### config.mk
export PLATFORM = sky130hd
export DESIGN_NAME = i2s_audio_out
export DESIGN_NICKNAME = d
export VERILOG_FILES = /design/src/rtl/tiny_synth_audio_pkg.sv /design/src/rtl/i2s_clock_gen.sv /design/src/rtl/i2s_audio_out.sv
export SDC_FILE = /design/constraint.sdc
export NUM_CORES = 1
export LEC_CHECK = 0
export ABC_AREA = 1
export CORE_MARGIN = 1
export CORE_UTILIZATION = 45
export DETAILED_ROUTE_END_ITERATION = 8
export GPL_TIMING_DRIVEN = 0
export HOLD_SLACK_MARGIN = 0.03
export PLACE_DENSITY_LB_ADDON = 0.2
export SYNTH_ARGS = -nofsm -noshare
export SYNTH_HDL_FRONTEND = slang
export SYNTH_SLANG_ARGS = --single-unit
### constraint.sdc
create_clock -name main_clk -period 2 [get_ports main_clk]
set_clock_uncertainty 0.15 [all_clocks]
set_input_delay 0.5 -clock main_clk [delete_from_list [all_inputs] [get_ports main_clk]]
set_output_delay 0.5 -clock main_clk [all_outputs]
set_load 0.01 [all_outputs]
### src/rtl/tiny_synth_audio_pkg.sv
// Shared audio definitions for the tiny synth output path.
// Holds the default sample width and the offset-binary to two's-complement helper.
package tiny_synth_audio_pkg;

    localparam int DEFAULT_SAMPLE_WIDTH = 12;
    localparam int MAX_WIDTH = 32;

    // Flip the sample MSB, then left-justify it inside a slot_width word.
    function automatic logic [MAX_WIDTH-1:0] offset_to_signed(
        input logic [MAX_WIDTH-1:0] sample,
        input int                   slot_width,
        input int                   sample_width = DEFAULT_SAMPLE_WIDTH
    );
        logic [MAX_WIDTH-1:0] flipped;
        flipped = sample ^ (MAX_WIDTH'(1) << (sample_width - 1));
        return flipped << (slot_width - sample_width);
    endfunction

endpackage

### src/rtl/i2s_clock_gen.sv
// I2S bit/word clock generator: BCLK divider, falling-edge strobe,
// bit counter and LRCLK derived from it.
module i2s_clock_gen #(
    parameter int SLOT_WIDTH = 16,
    parameter int BCLK_DIV   = 8
) (
    input  logic main_clk,
    input  logic rst_n,
    output logic bclk_o,
    output logic lrclk_o,
    output logic fe_o,
    output logic frame_start_o
);

    localparam int DW = $clog2(BCLK_DIV);
    localparam int BW = $clog2(2 * SLOT_WIDTH);
    localparam logic [DW-1:0] DIV_LAST = DW'(BCLK_DIV - 1);
    localparam logic [DW-1:0] DIV_HALF = DW'(BCLK_DIV / 2);
    localparam logic [BW-1:0] BIT_LAST = BW'(2 * SLOT_WIDTH - 1);
    localparam logic [BW-1:0] RIGHT_START = BW'(SLOT_WIDTH);

    logic [DW-1:0] div_cnt_q, div_cnt_d;
    logic [BW-1:0] bit_cnt_q, bit_cnt_d;
    logic          bclk_q, bclk_d;
    logic          lrclk_q, lrclk_d;

    assign fe_o          = (div_cnt_q == DIV_LAST);
    assign frame_start_o = fe_o && (bit_cnt_q == BIT_LAST);
    assign bclk_o        = bclk_q;
    assign lrclk_o       = lrclk_q;

    always_comb begin
        div_cnt_d = fe_o ? '0 : div_cnt_q + DW'(1);
        bclk_d    = (div_cnt_d >= DIV_HALF);
        bit_cnt_d = bit_cnt_q;
        lrclk_d   = lrclk_q;
        if (fe_o) begin
            bit_cnt_d = (bit_cnt_q == BIT_LAST) ? '0 : bit_cnt_q + BW'(1);
            lrclk_d   = (bit_cnt_d >= RIGHT_START);
        end
    end

    always_ff @(posedge main_clk or negedge rst_n) begin
        if (!rst_n) begin
            div_cnt_q <= '0;
            bclk_q    <= 1'b0;
            bit_cnt_q <= BIT_LAST;
            lrclk_q   <= 1'b1;
        end else begin
            div_cnt_q <= div_cnt_d;
            bclk_q    <= bclk_d;
            bit_cnt_q <= bit_cnt_d;
            lrclk_q   <= lrclk_d;
        end
    end

endmodule

### src/rtl/i2s_audio_out.sv
// Philips I2S transmitter for a mono offset-binary sample, duplicated to
// both slots. Captures one sample per frame and shifts it out MSB first.
module i2s_audio_out
    import tiny_synth_audio_pkg::*;
#(
    parameter int SAMPLE_WIDTH = DEFAULT_SAMPLE_WIDTH,
    parameter int SLOT_WIDTH   = 16,
    parameter int BCLK_DIV     = 8
) (
    input  logic                    main_clk,
    input  logic                    rst_n,
    input  logic [SAMPLE_WIDTH-1:0] sample_in,
    input  logic                    mute,
    output logic                    bclk,
    output logic                    lrclk,
    output logic                    sdata,
    output logic                    frame_strobe
);

    localparam int FW = 2 * SLOT_WIDTH;

    if (BCLK_DIV < 2 || (BCLK_DIV % 2) != 0) begin : g_bad_div
        $error("i2s_audio_out: BCLK_DIV must be even and >= 2");
    end
    if (SLOT_WIDTH < SAMPLE_WIDTH) begin : g_bad_slot
        $error("i2s_audio_out: SLOT_WIDTH must be >= SAMPLE_WIDTH");
    end

    logic fe;
    logic frame_start;

    i2s_clock_gen #(
        .SLOT_WIDTH (SLOT_WIDTH),
        .BCLK_DIV   (BCLK_DIV)
    ) u_clock_gen (
        .main_clk      (main_clk),
        .rst_n         (rst_n),
        .bclk_o        (bclk),
        .lrclk_o       (lrclk),
        .fe_o          (fe),
        .frame_start_o (frame_start)
    );

    logic [SLOT_WIDTH-1:0] word;
    logic [FW-1:0]         frame_q, frame_d;
    logic                  sdata_q, sdata_d;
    logic                  strobe_q;

    assign word = mute ? '0 : SLOT_WIDTH'(offset_to_signed(
        MAX_WIDTH'(sample_in), SLOT_WIDTH, SAMPLE_WIDTH));

    // The bit leaving the register lags one BCLK, giving the I2S delay slot.
    always_comb begin
        frame_d = frame_q;
        sdata_d = sdata_q;
        if (fe) begin
            sdata_d = frame_q[FW-1];
            frame_d = frame_start ? {word, word} : (frame_q << 1);
        end
    end

    always_ff @(posedge main_clk or negedge rst_n) begin
        if (!rst_n) begin
            frame_q  <= '0;
            sdata_q  <= 1'b0;
            strobe_q <= 1'b0;
        end else begin
            frame_q  <= frame_d;
            sdata_q  <= sdata_d;
            strobe_q <= frame_start;
        end
    end

    assign sdata        = sdata_q;
    assign frame_strobe = strobe_q;

endmodule

== Word-level counts from Yosys, hierarchy flattened ==
Cells that the tools add are included.

* Word-level logic and storage cells: 19
* Output and inout port bits: 4
* Register bits after elaboration: 44
* Input bits: 15

* Bitwise operators: 1
* Reductions and logical operators: 1
* Add/sub/neg operators: 2
* $lt $le $gt $ge: 2
* Mux-type cells: 4
* Equality and inequality tests: 2

{| class="wikitable"
|+ Operator list
! kind !! count
|-
| 32-bit 2-to-1 mux || 1
|-
| 16-bit 2-to-1 mux || 1
|-
| 5-bit by 1-bit adder with 5-bit output (second input constant) || 1
|-
| 5-bit equality test (second input constant) || 1
|-
| 5-bit >= comparator (second input constant) || 1
|-
| 5-bit 2-to-1 mux || 1
|-
| 3-bit by 1-bit adder with 3-bit output (second input constant) || 1
|-
| 3-bit equality test (second input constant) || 1
|-
| 3-bit >= comparator (second input constant) || 1
|-
| 3-bit 2-to-1 mux || 1
|-
| 1-bit logical AND || 1
|-
| 1-bit NOT || 1
|}

== Depth between registers and ports, before layout ==
Gate-level depths: netlist (run 1).

* Depth in word-level cells: 3
* Gate-level depth with buffers: 8
* Gate-level depth less buffers: 7

== Cells and area by module ==
A second synthesis (run 1) with hierarchy kept.

* Cells, all modules: 199
* Area, all modules: 1861.8 sq um

{| class="wikitable"
|+ Modules (own cells, without submodules)
! module !! instances !! area an instance (sq um) !! cells an instance !! seq. area each (sq um)
|-
| i2s_audio_out || 1 || 1448.9 || 162 || 750.7
|-
| i2s_clock_gen || 1 || 412.9 || 37 || 206.4
|}

== Least setup slack after synthesis (run 1) ==
Ideal clock, no wire load.

* Kind: register to register
* Start: register u_clock_gen.bit_cnt_q[0]
* End: register frame_q[12]
* Stages on the path, launching flop included: 9
* Arrival time: 1468 ps
* Library setup time: 68 ps
* Data required time: 1782 ps
* Slack: 314 ps
* Period minus slack after synthesis: 1686 ps
* Buffers on the path: 1
* Cell sequence: dfstp_2 ha_1 and3_1 ha_1 nand2_1 inv_2 buf_4 nand3_1 nand3_1

* Longest elaborated chain between the ends: 3

{| class="wikitable"
|+ Ends and longest elaborated chain
! element !! line !! text
|-
| start, declared || i2s_clock_gen.sv:23 || <nowiki>logic [BW-1:0] bit_cnt_q, bit_cnt_d;</nowiki>
|-
| start signal, assigned || i2s_clock_gen.sv:52 || <nowiki>bit_cnt_q <= bit_cnt_d;</nowiki>
|-
| 5-bit equality test || i2s_clock_gen.sv:28 || <nowiki>assign frame_start_o = fe_o && (bit_cnt_q == BIT_LAST);</nowiki>
|-
| 1-bit logical AND || i2s_clock_gen.sv:28 ||
|-
| 32-bit 2-to-1 mux || i2s_audio_out.sv:58 || <nowiki>frame_d = frame_start ? {word, word} : (frame_q << 1);</nowiki>
|-
| end signal, assigned || i2s_audio_out.sv:68 || <nowiki>frame_q <= frame_d;</nowiki>
|-
| end, declared || i2s_audio_out.sv:45 || <nowiki>logic [FW-1:0] frame_q, frame_d;</nowiki>
|}

No other way between the ends.
A chain may end at the register's enable or synchronous reset.

== Final worst setup path (run 1) ==
* Start: register u_clock_gen.bit_cnt_q[0]
* End: register frame_q[27]

Same word-level chain as after synthesis.

==> results.json, run 1 <==
{
  "status": "complete, no violations",
  "worstSetupEndpointType": "register",
  "place_ws_ps": 124,
  "met2WireLength_um": 1510,
  "die_area_sq_um": 3850,
  "cp-start-kind": "register",
  "tns_ps": 0,
  "leakage_nw": 0.951,
  "gp_congestion": 0.721,
  "final-setup-viol-count": 0,
  "cts_max_path_buffers": 2,
  "firstDrtPassIters": 4,
  "grt_pass1_vias": 1144,
  "die_h_um": 62.0,
  "arrival_ps": 2030,
  "syn_inst": 175,
  "vdd_drop_max_mv": 0.390,
  "p_per_area_nw_per_um2": 639,
  "fillers": 303,
  "clock.fmax_mhz": 526,
  "synth_area_sq_um": 1620,
  "synthesis.nets": 195,
  "fin_crit_sh": 0.950,
  "seq_area_sq_um": 957,
  "fin_nets": 220,
  "top_layer": "met4",
  "portBuffers": 18,
  "clk_pin_slew_ps": 110,
  "grt_pass1_wl_um": 5040,
  "clk_latency_ps": 330,
  "synth.ff_latch_count": 38,
  "rsz0062_at_grt": "false",
  "slowest_stage": "dfstp_2",
  "antenna_found_initial": 0,
  "grt_usage": 0.187,
  "path_max_fanout": 10,
  "wl_met3_um": 115,
  "ys_warn_count": 0,
  "slew_headroom": 0.460,
  "wl_met1_um": 1390,
  "ios": 19,
  "comb_power_share": 0.037,
  "initialDrtViolationCount": 84,
  "crit_family": "flip-flops",
  "cts_made_buffers": 5,
  "cts_tree": "built",
  "power_switching_w": 0.000259,
  "h-tree-depth": 2,
  "grt_remaining_overflow": 0,
  "wl_per_cell_um": 12.4,
  "swShare": 0.212,
  "multi_input_area_sq_um": 572,
  "drive_above_1_share": 0.119,
  "grt_max_degree": 39,
  "critPathKind": "register to register",
  "fin_crit_ps": 1900,
  "yosysUniqueCellTypes": 19,
  "syn_area_per_cell_sq_um": 9.27,
  "hold_violations": 0,
  "cts_sinks": 38,
  "area_delta_synth_final_pct": 18.0,
  "cap_violations": 0,
  "start_util": 0.478,
  "cp.required_ps": 2130,
  "drc": 0,
  "vias": 1242,
  "hold_path.class": "input port to asynchronous set/reset pin",
  "clkPwrFrac": 0.334,
  "critPathBufInv": 2,
  "crit_path_cell_trace": "ha_1, and3_1, ha_1, nand2_1, inv_2, buf_4, nand3_1, nand3_1",
  "slowest_delay_ps": 560,
  "dpl.hpwl_um": 2150,
  "worstMarginPinSlew_ps": 810,
  "core_area_sq_um": 3390,
  "wirelength_um": 3080,
  "pwr-share-seq": 0.629,
  "ant_nets": 0,
  "viasPerCell": 5.03,
  "root_buffer": "clkbuf_4",
  "yosysSeqAreaShare": 0.590,
  "p_int_w": 0.000963,
  "diodes": 0,
  "rows": 21,
  "maxSlewViolCount": 0,
  "setup_ws_ps": 99.6,
  "fp.dieW_um": 62.0
}
## registers in the layout, indices dropped and copies added (netlist names)
signal                 flops
frame_q                   28
frame_strobe               1
sdata                      1
u_clock_gen.bclk_o         1
u_clock_gen.bit_cnt_q      4
u_clock_gen.div_cnt_q      2
u_clock_gen.lrclk_o        1
## Yosys cell counts
library cell / n / area (sq um)
o21ai_1: 1 / 5.00
inv_2: 2 / 7.51
nand2_1: 66 / 248
o21ai_0: 1 / 5.00
dfrtp_1: 33 / 826
ha_1: 5 / 62.6
and3_1: 1 / 6.26
inv_1: 5 / 18.8
o21a_1: 1 / 7.51
nor2_4: 1 / 11.3
nand3_1: 36 / 180
buf_2: 2 / 10.0
nor2_1: 6 / 22.5
buf_4: 3 / 22.5
or2_1: 1 / 6.26
a21oi_1: 1 / 5.00
o22ai_1: 2 / 12.5
dfstp_2: 5 / 131
buf_6: 3 / 33.8
## through the flow
step,instance area (sq um),hold WS (ps),total power (W),util,std cells
after floorplan,1620,54.4,0.000787,-,175
after global placement,1860,265,0.000830,0.549,239
after detailed placement,1850,275,0.000830,0.547,239
after CTS,1910,119,0.00124,0.564,247
after global routing,1910,150,0.00127,0.564,247
final,1910,88.5,0.00122,0.564,247
## per-layer routing
layer,vias to the layer above,track usage
met1,594,0.249
li1,616,-
met2,24,0.292
met4,0,0.0762
met5,-,0
met3,8,0.0497
## worst reg2reg max path, delay by kind of cell, from the launching register on
| kind | cells | cell delay, ps |
|---|---|---|
| buffers and inverters | 2 | 250 |
| adder cells (fa/ha/maj) | 2 | 410 |
| flip-flops | 1 | 560 |
| AND/OR/NAND/NOR | 4 | 470 |
## cell type report
type                            count  share of cell area
Sequential cell                    38               0.500
Multi-Input combinational cell    122               0.299
Timing Repair Buffer               18              0.0909
Buffer                              8              0.0347
Tap cell                           46              0.0301
Clock buffer                        7              0.0288
Inverter                            7              0.0137
Clock inverter                      1             0.00262
## power groups by stage
stage               Sequential, W  Clock [W]  Combinational (W)
floorplan                0.000783          0         0.00000379
global placement         0.000783          0          0.0000472
detailed placement       0.000783          0          0.0000471
CTS                      0.000769   0.000422          0.0000472
global route             0.000769   0.000450          0.0000508
finish                   0.000768   0.000408          0.0000457
## cells by family (layout without fill, tap and decap cells)
| group | after synthesis | count (layout) | synth area share |
|---|---|---|---|
| simple gates | 111 | 111 | 0.292 |
| buf+inv | 15 | 41 | 0.0571 |
| compound gates | 6 | 6 | 0.0216 |
| flops | 38 | 38 | 0.590 |
| fa+ha+maj | 5 | 5 | 0.0386 |
## cells in the final DEF (no fill, tap or decap), types with 2 or more instances in the layout
cell	n
dfrtp_1	33
nor2_1	6
ha_1	5
inv_2	2
buf_2	3
clkdlybuf4s50_1	16
nand3_1	36
inv_1	5
buf_4	3
o22ai_1	2
clkbuf_4	5
nand2_1	66
dfstp_2	5
buf_6	3
## worst paths after layout
check	startpoint	end	slack [ps]	cells past startpoint
max in group asynchronous	rst_n	frame_q[29]	1100	1
setup / recovery	u_clock_gen.bit_cnt_q[0]	frame_q[27]	100	8
min in group main_clk	u_clock_gen.div_cnt_q[0]	u_clock_gen.div_cnt_q[0]	280	1
hold reg to reg	u_clock_gen.div_cnt_q[0]	u_clock_gen.div_cnt_q[0]	280	1
setup reg to reg	u_clock_gen.bit_cnt_q[0]	frame_q[27]	100	8
hold / removal	rst_n	sdata	90	1
## what timing repair did
| action | 4_1_cts | 5_1_grt |
|---|---|---|
| gates resized for setup | 1 | 0 |
| setup buffers | 0 | 0 |
| hold buffers | 0 | 0 |
| setup endpoints to repair | 1 | 0 |
Note: power is estimated with default switching activity, not from simulation.
==> inputs of run 2 (changes only) <==
Settings changed: CAP_MARGIN from default to 30.
==> results of run 2 <==
The final DEF is identical to that of run 1; final timing and power are the same.
